--- src/rtl/rr_mux_arbiter.sv ---
// -----------------------------------------------------------------------------
// rr_mux_arbiter
//
// Purpose:
//   Round-robin arbiter for a shared 4:1 mux. Each requester holds a level
//   request. The arbiter grants one owner at a time and drives the registered
//   mux select. Each handover passes through RELEASE and IDLE, so gnt is low
//   for at least two cycles while the mux switches over.
//
//   Optional feature macro: ARB_QUANTUM_EN
//     defined   -> a hold counter limits a grant to HOLD_MAX consecutive
//                  cycles. A forced revoke pulses expired for one cycle.
//     undefined -> a grant is held until the owner drops its request.
//                  expired is tied low and HOLD_MAX is not used.
//
// Parameters:
//   HOLD_MAX   maximum consecutive grant cycles per owner (1..256)
//
// Ports:
//   clk        input   1  rising-edge clock
//   rst        input   1  asynchronous, active-high reset
//   req        input   4  level requests, one bit per requester
//   gnt        output  4  registered one-hot (or zero) grant
//   select     output  2  registered mux select (current or last owner)
//   busy       output  1  high exactly while gnt is non-zero
//   expired    output  1  one-cycle pulse when a grant is revoked by quantum
//   dbg_state  output  2  FSM state (0 IDLE, 1 GRANT, 2 RELEASE) for checkers
//
// Handshake: req is a plain level request with no ready. A requester owns the
// mux from the first cycle gnt[i] is high until the cycle after it lowers
// req[i] or the quantum expires. While gnt is low, select keeps its last value.
// -----------------------------------------------------------------------------
module rr_mux_arbiter #(
  parameter int HOLD_MAX = 8
) (
  input  logic       clk,
  input  logic       rst,
  input  logic [3:0] req,
  output logic [3:0] gnt,
  output logic [1:0] select,
  output logic       busy,
  output logic       expired,
  output logic [1:0] dbg_state
);

  typedef enum logic [1:0] {
    IDLE    = 2'd0,
    GRANT   = 2'd1,
    RELEASE = 2'd2
  } state_t;

  // Legal range of the quantum. Out-of-range values elaborate to an empty,
  // clearly named block so they are easy to spot in a hierarchy dump.
  localparam bit HOLD_MAX_OK = (HOLD_MAX >= 1) && (HOLD_MAX <= 256);
  if (!HOLD_MAX_OK) begin : g_hold_max_out_of_range
  end

  state_t     state_q, state_d;
  logic [3:0] gnt_q, gnt_d;
  logic [1:0] sel_q, sel_d;
  logic [1:0] ptr_q, ptr_d;
  logic       expired_q, expired_d;

  logic [1:0] win_idx;
  logic       owner_req;

`ifdef ARB_QUANTUM_EN
  // The counter spans 0..HOLD_MAX-1. Eight bits cover the full legal range.
  localparam logic [7:0] HOLD_LAST = 8'(HOLD_MAX - 1);
  logic [7:0] cnt_q, cnt_d;
  logic       quantum_hit;
  assign quantum_hit = (cnt_q == HOLD_LAST);
`else
  logic       quantum_hit;
  assign quantum_hit = 1'b0;
`endif

  // First set request searching upward (mod 4) from the round-robin pointer.
  always_comb begin
    logic       found;
    logic [1:0] idx;
    win_idx = 2'd0;
    found   = 1'b0;
    idx     = 2'd0;
    for (int i = 0; i < 4; i++) begin
      idx = ptr_q + 2'(i);
      if (!found && req[idx]) begin
        win_idx = idx;
        found   = 1'b1;
      end
    end
  end

  // Only the owner's request line matters during GRANT.
  assign owner_req = req[sel_q];

  always_comb begin
    state_d   = state_q;
    gnt_d     = gnt_q;
    sel_d     = sel_q;
    ptr_d     = ptr_q;
    expired_d = 1'b0;
`ifdef ARB_QUANTUM_EN
    cnt_d     = cnt_q;
`endif
    unique case (state_q)
      IDLE: begin
        gnt_d = 4'b0000;
        if (|req) begin
          state_d = GRANT;
          gnt_d   = 4'b0001 << win_idx;
          sel_d   = win_idx;
          ptr_d   = win_idx + 2'd1;
`ifdef ARB_QUANTUM_EN
          cnt_d   = 8'd0;
`endif
        end
      end
      GRANT: begin
`ifdef ARB_QUANTUM_EN
        cnt_d = cnt_q + 8'd1;
`endif
        // A voluntary drop takes precedence over expiry in the same cycle.
        if (!owner_req) begin
          state_d = RELEASE;
          gnt_d   = 4'b0000;
        end else if (quantum_hit) begin
          state_d   = RELEASE;
          gnt_d     = 4'b0000;
          expired_d = 1'b1;
        end
      end
      RELEASE: begin
        state_d = IDLE;
        gnt_d   = 4'b0000;
      end
      default: begin
        state_d = IDLE;
        gnt_d   = 4'b0000;
      end
    endcase
  end

  always_ff @(posedge clk or posedge rst) begin
    if (rst) begin
      state_q   <= IDLE;
      gnt_q     <= 4'b0000;
      sel_q     <= 2'b00;
      ptr_q     <= 2'b00;
      expired_q <= 1'b0;
    end else begin
      state_q   <= state_d;
      gnt_q     <= gnt_d;
      sel_q     <= sel_d;
      ptr_q     <= ptr_d;
      expired_q <= expired_d;
    end
  end

`ifdef ARB_QUANTUM_EN
  always_ff @(posedge clk or posedge rst) begin
    if (rst) begin
      cnt_q <= 8'd0;
    end else begin
      cnt_q <= cnt_d;
    end
  end
`endif

  assign gnt       = gnt_q;
  assign select    = sel_q;
  assign busy      = |gnt_q;
  assign expired   = expired_q;
  assign dbg_state = state_q;

endmodule
--- config.mk ---
export PLATFORM = sky130hd
export DESIGN_NAME = rr_mux_arbiter
export DESIGN_NICKNAME = d
export VERILOG_FILES = /design/src/rtl/rr_mux_arbiter.sv
export SDC_FILE = /design/constraint.sdc
export NUM_CORES = 1
export LEC_CHECK = 0
export CAP_MARGIN = 20
export CORE_MARGIN = 2
export CORE_UTILIZATION = 45
export DETAILED_ROUTE_END_ITERATION = 6
export PLACE_DENSITY_LB_ADDON = 0.08
export SKIP_LAST_GASP = 1
export SYNTH_ARGS = -nofsm -noshare
export SYNTH_HDL_FRONTEND = slang
export SYNTH_SLANG_ARGS = --single-unit
--- constraint.sdc ---
create_clock -name clk -period 1.8 [get_ports clk]
set_input_delay 0.36 -clock clk [delete_from_list [all_inputs] [get_ports clk]]
set_output_delay 0.36 -clock clk [all_outputs]
set_load 0.005 [all_outputs]
# [Word-level counts from Yosys, hierarchy flattened]
# Index checks and enable logic that the tools add are counted.
[word_totals] elab_cells=51 regBits=10
[op_classes] n_reduce_logical=11 n_mux=23 addsub=4 shift=1 n_lt_le_gt_ge=5 n_eq_ne=3
[ops] cell="$lt A2 B3 Y1 const B" n=5
[ops] cell="$mux W2" n=6
[ops] cell="$bmux W1 S2" n=5
[ops] cell="$mux W1" n=8
[ops] cell="$mux W4" n=2
[ops] cell="$pmux W4 S2" n=1
[ops] cell="$reduce_or A4 Y1" n=2
[ops] cell="$add A2 B1 Y2 const B" n=2
[ops] cell="$add A2 B2 Y2 const B" n=2
[ops] cell="$ne A2 B2 Y1 const B" n=2
[ops] cell="$pmux W2 S2" n=1
[ops] cell="$reduce_and A2 Y1" n=2
[ops] cell="$shl A1 B2 Y4 const A" n=1
[ops] cell="$logic_and A1 B1 Y1" n=3
[ops] cell="$logic_not A1 Y1" n=3
[ops] cell="$eq A2 B1 Y1 const B" n=1
[ops] cell="$logic_not A2 Y1" n=1

# [Longest topological paths before layout]
# Gate-level depths: netlist of run 1.
[logic_depth] depth_word=15 mapped_depth=5 depth_no_buf=5

# [Worst setup path after synthesis of run 1]
# OpenSTA, ideal clock, no wires.
[synth_timing] kind="register to register" start="register ptr_q[1]" end="register ptr_q[1]" path_stages_with_launch=5 required_time_ns=1.675 path_slack_ns=0.212 arrival_time_ns=1.463 path_cell_list="dfrtp_1 o32ai_1 nor2_1 ha_1 mux2_2"
[synth_between] elab_chain_cells=13 word_cells_on_any_way=25 cone_classes="add/sub: 4; mux: 15; reduce/logical: 6"
[synth_lines] item="start: declaration" line_no="61" rtl="logic [1:0] ptr_q, ptr_d;"
[synth_lines] item="start signal: assignment" line_no="155" rtl="ptr_q <= ptr_d;"
[synth_lines] item="branches (longest 11 deep; another with $add A2 B1 Y2)"
[synth_lines] item="$mux W2 (*)" line_no="87" rtl="if (!found && req[idx]) begin"
[synth_lines] item="net win_idx[0]" line_no="64" rtl="logic [1:0] win_idx;"
[synth_lines] item="$add A2 B1 Y2 (*)" line_no="113" rtl="ptr_d = win_idx + 2'd1;"
# Mark *: on every way through the listed nets, which the timed path passes. The select of a mux whose other input is x is not followed.
# A chain may end at the register's enable or synchronous reset.

# [Worst setup path after layout of run 1]
[layout_timing] start="register gnt_q[0] (netlist: gnt[0])" end="output busy"
[layout_between] elab_chain_cells=1
[layout_lines] item="start: declaration" line_no="59" rtl="logic [3:0] gnt_q, gnt_d;"
[layout_lines] item="start signal: assignment" line_no="153" rtl="gnt_q <= gnt_d;"
[layout_lines] item="$reduce_or A4 Y1" line_no="172" rtl="assign busy = |gnt_q;"
[layout_lines] item="end: declaration" line_no="41" rtl="output logic busy,"
# Every way passes these cells.

==> impl_results.md, run 1 <==
* Seq pwr share at 31.4%
* Deepest clock path buffer count at 2
* Vias at 526
* Fmax at 598.4 MHz
* Commonest cells after routing, fill and taps aside: 15 x buf_4, 9 x dfrtp_1, 9 x clkdlybuf4s50_1
* Drc violations at 0
* Die Width at 40.04 um
* Critical path, cell by cell: or4_1 > clkbuf_2
* Final #Nets at 95
* Synth Area in Simple Gates at 19.06%
* CP endpoint kind: primary output
* Status: completed
* Setup skew after layout at 3.572 ps
* Total wire length at 1382 um
* Overall Power at 1.382 mW
* Cell area after synthesis at 584.3 um^2
* Reg clk slew, reported paths at 70 ps
* Pin count of the biggest net entering global routing at 11
* 1st-iter DRT viols at 14
* DR vias/cell at 5.367
* Sink Count at 10
* Logic pwr share at 54.0%
* Setup Viol. Count Final at 0
* Cell Int Power at 0.9188 mW
* Number of port buffers at 14
* Final worst setup slack at 128.8 ps
* Fillers at 92
* Antenna violations before repair at 0
* Layout cell share with drive strength beyond 1 at 38.10%
* Hold Crit Class: input port to async pin
* Initial core utilization at 50.54%
* Register area at 251.5 um^2
* HPWL Detailed at 996.8 um
* Register area share after synthesis at 42.83%
* Clock power frac at 14.6%
* CP bufs+invs at 1
* Vias in the first global route at 494
* Worst Setup Path Type: flip-flop to primary output
* Largest family of logic cells by synthesized area: simple AND/OR/NAND/NOR gates
* Multi-input combinational cell area at 336.6 um^2
* Netlist cell types at 27
* Hold-fix buffer count after cts at 0
* P_sw at 0.4634 mW
* RSZ-0062 raised after global routing: false
* First-pass iteration count of the detailed router at 4
* Total of max-cap violations at 0
* Final critical-path share of the clock period at 92.85%
* Design Area, Final at 903.4 um^2
* Final ANT Viol Nets at 0
* Row count at 12
* CTS tree: built
* Power density cells at 1530 nW/um^2
* Final core occ at 78.14%
* Worst-Skew Late Latency at 270 ps
* Post-DR wirelength/cell at 14.10 um
* CP max stage cell: or4_1
* Seq cells post-synth at 10
* CP Max Fanout at 3
* Placed Instances at 92
* Mux contribution to synthesized area at 7.495%
* Post-Synth XOR/XNOR Area at 0%
* Delay-heaviest family, CP: simple AND/OR/NAND/NOR gates
* Gr usage total at 21.65%
* Most common cell after layout, fill and taps aside: buf_4
* Fraction of the mapped netlist area in adder cells at 8.565%
* VDD IR-drop max at 0.9837 mV
* Max H-tree Level at 1
* Routability cong. at 0.7711
* Critical Path RT at 1440 ps
* Net Sw Frac at 33.53%
* Crit-path max cell delay at 530 ps
* Layout area overhead at 54.60%
* Grt ovf at 0
* LEAKAGE at 0.4371 nW
* Die height at 40.04 um
* Synth Area per Inst at 11.24 um^2
* Synth Instances at 52
* Post-synthesis compound-gate area fraction at 18.20%
* Setup TNS at 0 ps
* Global-route wire length before repair at 2166 um
* Pre-CTS WS at -353.8 ps
* Final hold vios at 0
* Post-Place Cell Area at 832.0 um^2
* Clock root cell: clkbuf_4
* Warnings from Yosys at 0
* Diode count at 0
* Die area at 1603 um^2
* I/O pins at 16
* Tmin final at 1671 ps
* Final Max Slew Viols at 0
* Hold_ws at 398.8 ps
* Worst Setup Start Kind: flip-flop
* Finished Layout Cells at 98
* Core region area at 1156 um^2
* Post-synth net total at 62
* CTS buffer count at 3
* CP arrival at 1310 ps
-- final cells by class --
type | count | share of cell area (%)
clock buffer | 4 | 4.017
inverter | 3 | 1.247
multi-input combinational | 38 | 37.26
sequential | 10 | 27.84
tap | 14 | 1.939
timing repair buffer | 29 | 27.70
-- metal layers --
metal | GRT usage [%] | wire (um) | part of all wire, %
met1 | 25.77 | 601 | 43
met2 | 35.08 | 701 | 51
met3 | 10.00 | 69 | 5.0
met4 | 5.172 | 10 | 0.72
met5 | 0 | 0 | 0
-- worst reg2reg max path: stages, from the launching register on --
cell	delay (ps)
dfrtp_2	460
a21boi_2	150
o32ai_2	100
buf_4	160
or2_2	280
ha_1	210
a22o_1	200
-- repair_timing --
action / in CTS / in global routing
setup buffers: 0 / 2
cloned: 0 / 0
pin swaps: 0 / 1
setup endpoints to repair: 5 / 4
gates resized for setup: 7 / 6
-- synth_stat cells --
| master | n | area [um^2] |
|---|---|---|
| or2_1 | 2 | 12.51 |
| dfrtp_1 | 10 | 250.2 |
| o31a_1 | 1 | 8.760 |
| o32ai_1 | 1 | 8.760 |
| mux4_2 | 1 | 22.52 |
| inv_1 | 3 | 11.26 |
| conb_1 | 1 | 3.750 |
| nor2_1 | 4 | 15.01 |
| nor2b_1 | 1 | 6.260 |
| nand2_1 | 1 | 3.750 |
| or2_2 | 3 | 18.77 |
| a21boi_0 | 1 | 7.510 |
| o21bai_1 | 1 | 7.510 |
| a311oi_1 | 1 | 8.760 |
| buf_4 | 1 | 7.510 |
| or4_1 | 1 | 7.510 |
| o31ai_1 | 2 | 15.01 |
| nor3b_1 | 1 | 7.510 |
| nor4_4 | 1 | 21.27 |
| ha_1 | 4 | 50.05 |
| o21ai_0 | 2 | 10.01 |
| and3b_4 | 1 | 12.51 |
| a21oi_1 | 1 | 5.000 |
| nand2b_1 | 1 | 6.260 |
| a22o_1 | 4 | 35.03 |
| mux2i_1 | 1 | 10.01 |
| mux2_2 | 1 | 11.26 |
-- flip-flops by register name (all words and copies together), names as in the netlist --
| signal | count |
|---|---|
| gnt | 4 |
| dbg_state | 2 |
| ptr_q | 2 |
| select | 2 |
-- power groups by stage --
stage	combinational [mW]	sequential, mW	clock [mW]
CTS	0.716	0.432	0.208
finish	0.746	0.434	0.202
global route	0.823	0.452	0.225
floorplan	0.347	0.417	0
detailed placement	0.719	0.430	0
global placement	0.702	0.428	0
-- final timing paths --
check                                              start                       end  slack, ps  cells past startpoint
worst max-delay path                  gnt[0]$_DFFE_PP0P_                      busy        130                      2
worst min-delay path                                 rst     select[1]$_DFFE_PP0P_        400                      2
worst max register to register      ptr_q[1]$_DFFE_PP0P_        gnt[0]$_DFFE_PP0P_        130                      6
worst min register to register  dbg_state[1]$_DFFE_PP0P_  dbg_state[1]$_DFFE_PP0P_        480                      1
max in group asynchronous                            rst      ptr_q[1]$_DFFE_PP0P_       1100                      2
min in group clk                dbg_state[1]$_DFFE_PP0P_  dbg_state[1]$_DFFE_PP0P_        480                      1
-- logic make-up after synthesis --
family          Yosys count
other cells               1
flops                    10
compound gates           14
mux                       3
fa+ha+maj                 4
simple gates             16
buf+inv                   4
Power figures use the tool's default switching activity.
==> run 2, diff against run 1 <==
--- a/config.mk
+++ b/config.mk
@@ -6,8 +6,9 @@
 export NUM_CORES = 1
 export LEC_CHECK = 0
 export CAP_MARGIN = 20
-export CORE_MARGIN = 2
+export CORE_MARGIN = 1
 export CORE_UTILIZATION = 45
+export CTS_CLUSTER_DIAMETER = 100
 export DETAILED_ROUTE_END_ITERATION = 6
 export PLACE_DENSITY_LB_ADDON = 0.08
 export SKIP_LAST_GASP = 1
==> run 2 against run 1 <==
Compared with the run above:
- setup slack lost 73 ps
- first-iteration DRC count down 57%
- combinational power decreased by 4.8%
- largest power group unchanged
- sequential share of layout area rose by 0.94 points
- power shrank 6.1%
- hold slack worse by 30 ps
- die area is 9.7% lower
==> impl_results.md, run 2 (synthesized netlist as in run 1, its figures left out) <==
* LEAKAGE at 0.4166 nW (-4.7%)
* Placed Instances at 90 (-2.2%)
* Layout cell share with drive strength beyond 1 at 35.00% (-3.1 points)
* Drc violations at 0 (unchanged)
* Delay-heaviest family, CP: buffers and inverters
* I/O pins at 16 (unchanged)
* First-pass iteration count of the detailed router at 4 (unchanged)
* RSZ-0062 raised after global routing: false
* Total of max-cap violations at 0 (unchanged)
* CP Max Fanout at 4 (+1)
* Fillers at 94 (+2.2%)
* Critical Path RT at 1950 ps (+510 ps)
* Gr usage total at 22.18% (+0.53 points)
* Grt ovf at 0 (unchanged)
* Overall Power at 1.297 mW (-6.1%)
* CTS buffer count at 3 (unchanged)
* Commonest cells after routing, fill and taps aside: 12 x buf_4, 10 x dfrtp_1, 10 x clkdlybuf4s50_1
* Pin count of the biggest net entering global routing at 11 (unchanged)
* Critical path, cell by cell: clkdlybuf4s50_1 > a311oi_2 > buf_4 > or2_2 > ha_1 > a22o_1
* Worst Setup Path Type: input port to flip-flop
* Die area at 1447 um^2 (-9.7%)
* Final critical-path share of the clock period at 96.89% (+4.0 points)
* Antenna violations before repair at 0 (unchanged)
* CP endpoint kind: flip-flop
* Final core occ at 75.22% (-2.9 points)
* Clock root cell: clkbuf_4
* Multi-input combinational cell area at 339.1 um^2 (+0.74%)
* Setup skew after layout at 0.6874 ps (-2.885 ps)
* Deepest clock path buffer count at 2 (unchanged)
* Setup Viol. Count Final at 0 (unchanged)
* Largest register FFs at 4 (unchanged)
* Initial core utilization at 50.54% (unchanged)
* Row count at 12 (unchanged)
* Crit-path max cell delay at 610 ps (+80 ps)
* Layout area overhead at 48.82%
* Setup TNS at 0 ps (unchanged)
* Power density cells at 1492 nW/um^2 (-2.5%)
* 1st-iter DRT viols at 6 (-8)
* Vias at 524 (-0.38%)
* Worst-Skew Late Latency at 260 ps (about the same)
* Core region area at 1156 um^2 (unchanged)
* DR vias/cell at 5.574 (+3.9%)
* Vias in the first global route at 498 (+0.81%)
* CTS tree: built
* Register area at 250.2 um^2 (-0.50%)
* Diode count at 0 (unchanged)
* Fmax at 573.4 MHz (-4.2%)
* Final Max Slew Viols at 0 (unchanged)
* VDD IR-drop max at 0.7435 mV (-24%)
* HPWL Detailed at 986.3 um (-1.1%)
* Most common cell after layout, fill and taps aside: buf_4
* CP bufs+invs at 2 (+1)
* Tmin final at 1744 ps (+72.84 ps)
* Final #Nets at 92 (-3.2%)
* Die Width at 38.04 um (-5.0%)
* Final ANT Viol Nets at 0 (unchanged)
* Sink Count at 10 (unchanged)
* Post-DR wirelength/cell at 13.14 um (-6.8%)
* CP arrival at 1900 ps (+590 ps)
* Hold Crit Class: input port to async pin
* Routability cong. at 0.8288 (+7.5%)
* Max H-tree Level at 1 (unchanged)
* Finished Layout Cells at 94 (-4.1%)
* Number of port buffers at 14 (unchanged)
* Worst Setup Start Kind: input port
* CP max stage cell: clkdlybuf4s50_1
* Die height at 38.04 um (-5.0%)
* Total wire length at 1235 um (-11%)
* Status: completed
* Final hold vios at 0 (unchanged)
* Global-route wire length before repair at 2139 um (-1.2%)
* Reg clk slew, reported paths at 60 ps (about the same)
run 2: cell types whose count changed in the layout (fill, tap and decap cells not counted), sizes merged:
cell / before / now
clkdlybuf4s50: 9 / 10
clkbuf: 5 / 4
dlygate4sd2: 2 / 1
buf: 15 / 12
run 2: what timing repair did:
item	in CTS	in global routing
hold buffers	0	0
gates resized for setup	4	8
buffers inserted	0	1
hold endpoints to repair	0	0
endpoints found under the setup margin	4	6
run 2: area by class of cell:
class	instances	share of cell area, %
tap	14	2.014
sequential	10	28.78
clock buffer	3	2.590
inverter	3	1.295
multi-input combinational	38	38.99
timing repair buffer	26	26.33
run 2: worst register-to-register path, stage by stage (launching register included):
cell and delay (ps):
dfrtp_1 460, nand2_1 110, a311oi_2 100, buf_4 160, or2_2 310, ha_1 190, a22o_1 210
run 2: path summary, 6_finish.rpt:
check                      slack, ps                     start                        to  depth (start not counted)
setup / recovery                  60                    req[3]        gnt[1]$_DFFE_PP0P_                          6
hold / removal                   370                       rst  dbg_state[1]$_DFFE_PP0P_                          2
setup reg to reg                 160      ptr_q[1]$_DFFE_PP0P_        gnt[1]$_DFFE_PP0P_                          6
hold reg to reg                  470  dbg_state[1]$_DFFE_PP0P_  dbg_state[1]$_DFFE_PP0P_                          1
max in group asynchronous       1160                       rst        gnt[3]$_DFFE_PP0P_                          2
min in group clk                 470  dbg_state[1]$_DFFE_PP0P_  dbg_state[1]$_DFFE_PP0P_                          1
run 2: power breakdown:
group | switching [mW] | internal, mW | leakage (nW) | total, mW
Combinational | 0.268 | 0.442 | 0.277 | 0.710
Clock | 0.0764 | 0.0773 | 0.0138 | 0.154
Sequential | 0.104 | 0.329 | 0.126 | 0.434
run 2: per-layer routing:
metal | track usage (%) | part of all wire [%]
met3 | 6.977 | 5.1
met2 | 36.86 | 51
met4 | 10.71 | 2.2
met5 | 0 | 0
met1 | 25.47 | 41
run 2: per-stage QoR:
step           hold slack [ps]  cell area, um^2  worst slack (ps)
2_1_floorplan            200.2            584.3             212.1
3_3_place_gp             450.5            817.0            -264.6
3_5_place_dp             470.3            817.0            -309.4
4_1_cts                  386.4            844.6            -25.06
5_1_grt                  425.4            869.6             7.461
6_report                 368.7            869.6             55.93
==> run 3, diff against run 2 <==
--- a/config.mk
+++ b/config.mk
@@ -12,6 +12,7 @@
 export DETAILED_ROUTE_END_ITERATION = 6
 export PLACE_DENSITY_LB_ADDON = 0.08
 export SKIP_LAST_GASP = 1
+export SLEW_MARGIN = 20
 export SYNTH_ARGS = -nofsm -noshare
 export SYNTH_HDL_FRONTEND = slang
 export SYNTH_SLANG_ARGS = --single-unit
==> results of run 3 <==
Final layout, timing and power as in run 2 (identical DEF).
==> edit (settings of run 1) <==
Build with the macro `ARB_QUANTUM_EN` defined.
--- a/src/rtl/rr_mux_arbiter.sv
+++ b/src/rtl/rr_mux_arbiter.sv
@@ -32,2 +32,4 @@
 // -----------------------------------------------------------------------------
+`define ARB_QUANTUM_EN
+
 module rr_mux_arbiter #(
Formal check against the unedited RTL: not equivalent (Yosys sat finds a counterexample within 10 cycles, from zero or initial values and one cycle with rst high).
==> edit against run 1 <==
Sequential cell count rose by 9; setup slack got worse by 0.043 ns; highest routed layer unchanged; critical path type unchanged; routed wire length up 45%; largest power group unchanged; critical path depth stayed put; count of clock-buffer cells in the layout did not move; first-iteration DRC count up 29%; synthesized area rose by 59%; design area rose by 31%; die area grew 53%; power is 22% higher.
==> edit: results (changes against run 1) <==
\begin{tabular}{lr}
\hline
Metric & Value \\
\hline
\multicolumn{2}{l}{\textbf{Power}} \\
Switching share of total power & 0.380 (+0.0444) \\
Leakage power & 0.539 nW (+23\%) \\
Clk power & 0.000215 W (+6\%) \\
Power of the sequential group & 0.000688 W (+59\%) \\
\multicolumn{2}{l}{\textbf{GRT}} \\
Wire length of the first global-routing pass & 3.55 mm (+64\%) \\
GR met3 Demand/Resource & 0.0394 (-0.0606) \\
Routing usage on met1 & 0.272 (+0.0146) \\
Met2 Track Usage GR & 0.286 (-0.0648) \\
Maximum number of pins on one net before global-route repair & 20 (+9) \\
Via count of the first global-routing pass & 786 (+59\%) \\
\multicolumn{2}{l}{\textbf{Routing}} \\
Detailed route wirelength on metal3 & 56 µm (-19\%) \\
Routed length on met2 & 878 µm (+25\%) \\
Total routed wirelength & 2.01 mm (+45\%) \\
\multicolumn{2}{l}{\textbf{Placed design}} \\
Minimum setup slack after placement & -0.107 ns (+0.247 ns) \\
Total cell area at the placement stage & 1150 µm² (+38\%) \\
\multicolumn{2}{l}{\textbf{CTS}} \\
Count of clock tree sinks & 19 (+9) \\
\multicolumn{2}{l}{\textbf{Cells and area}} \\
Ratio of cells with drive above 1 in the final layout & 0.153 (-0.228) \\
Number of standard cells in the layout, taps in and fillers out & 145 (+48\%) \\
\multicolumn{2}{l}{\textbf{Yosys}} \\
Top cell types by occurrence after synthesis & 19 x sky130\_fd\_sc\_hd\_\_dfrtp\_1, 14 x sky130\_fd\_sc\_hd\_\_nand2\_1, 12 x sky130\_fd\_sc\_hd\_\_o21ai\_0 \\
Post-synthesis xor/xnor area fraction & 0.0188 (+0.0188) \\
Net count after synthesis & 101 (+63\%) \\
Mux cell area share after synthesis & 0.0242 (-0.0508) \\
Distinct cell type count of the synthesized netlist & 32 (+19\%) \\
\multicolumn{2}{l}{\textbf{Critical path}} \\
R2r worst-path depth & 4 (-2) \\
Worst reg2reg setup slack & 0.25 ns (+0.12 ns) \\
Startpoint of the most critical register-to-register path & cnt\_q[3] \\
Worst-path fanout max & 2 (-1) \\
\multicolumn{2}{l}{\textbf{Run status}} \\
Outcome & finished clean \\
\multicolumn{2}{l}{\textbf{STA}} \\
Post-route setup slack & 0.0859 ns (-0.0429 ns) \\
Worst-case clock skew & 0.00473 ns (+0.00116 ns) \\
\hline
\end{tabular}
[edit: changes by cell type after synthesis, sizes merged, moves of 4 or more]
cell,run 1,this run
o21ai,2,14
nand3,0,4
dfrtp,10,19
nand2,1,14
or2,5,0
[edit: worst max path at each step]
stage              from       end  cells past startpoint
5_1_grt          gnt[0]      busy                      2
6_report         gnt[0]      busy                      2
4_1_cts          gnt[0]      busy                      2
2_1_floorplan  cnt_q[3]    gnt[0]                      4
3_5_place_dp     req[0]    gnt[0]                      6
3_3_place_gp     req[1]  ptr_q[0]                      6
[edit: final cells by class]
type / count / area [µm²]
Fill cell: 192 / 782
Inverter: 5 / 18.8
Sequential cell: 19 / 475
Timing Repair Buffer: 22 / 198
Tap cell: 27 / 33.8
Multi-Input combinational cell: 68 / 428
Clock buffer: 4 / 26.3
[edit: repair_timing]
item / 4_1_cts / 5_1_grt
gates resized for setup: 4 / 0
endpoints found under the setup margin: 1 / 0
endpoints found under the hold margin: 0 / 0
setup buffers: 1 / 0
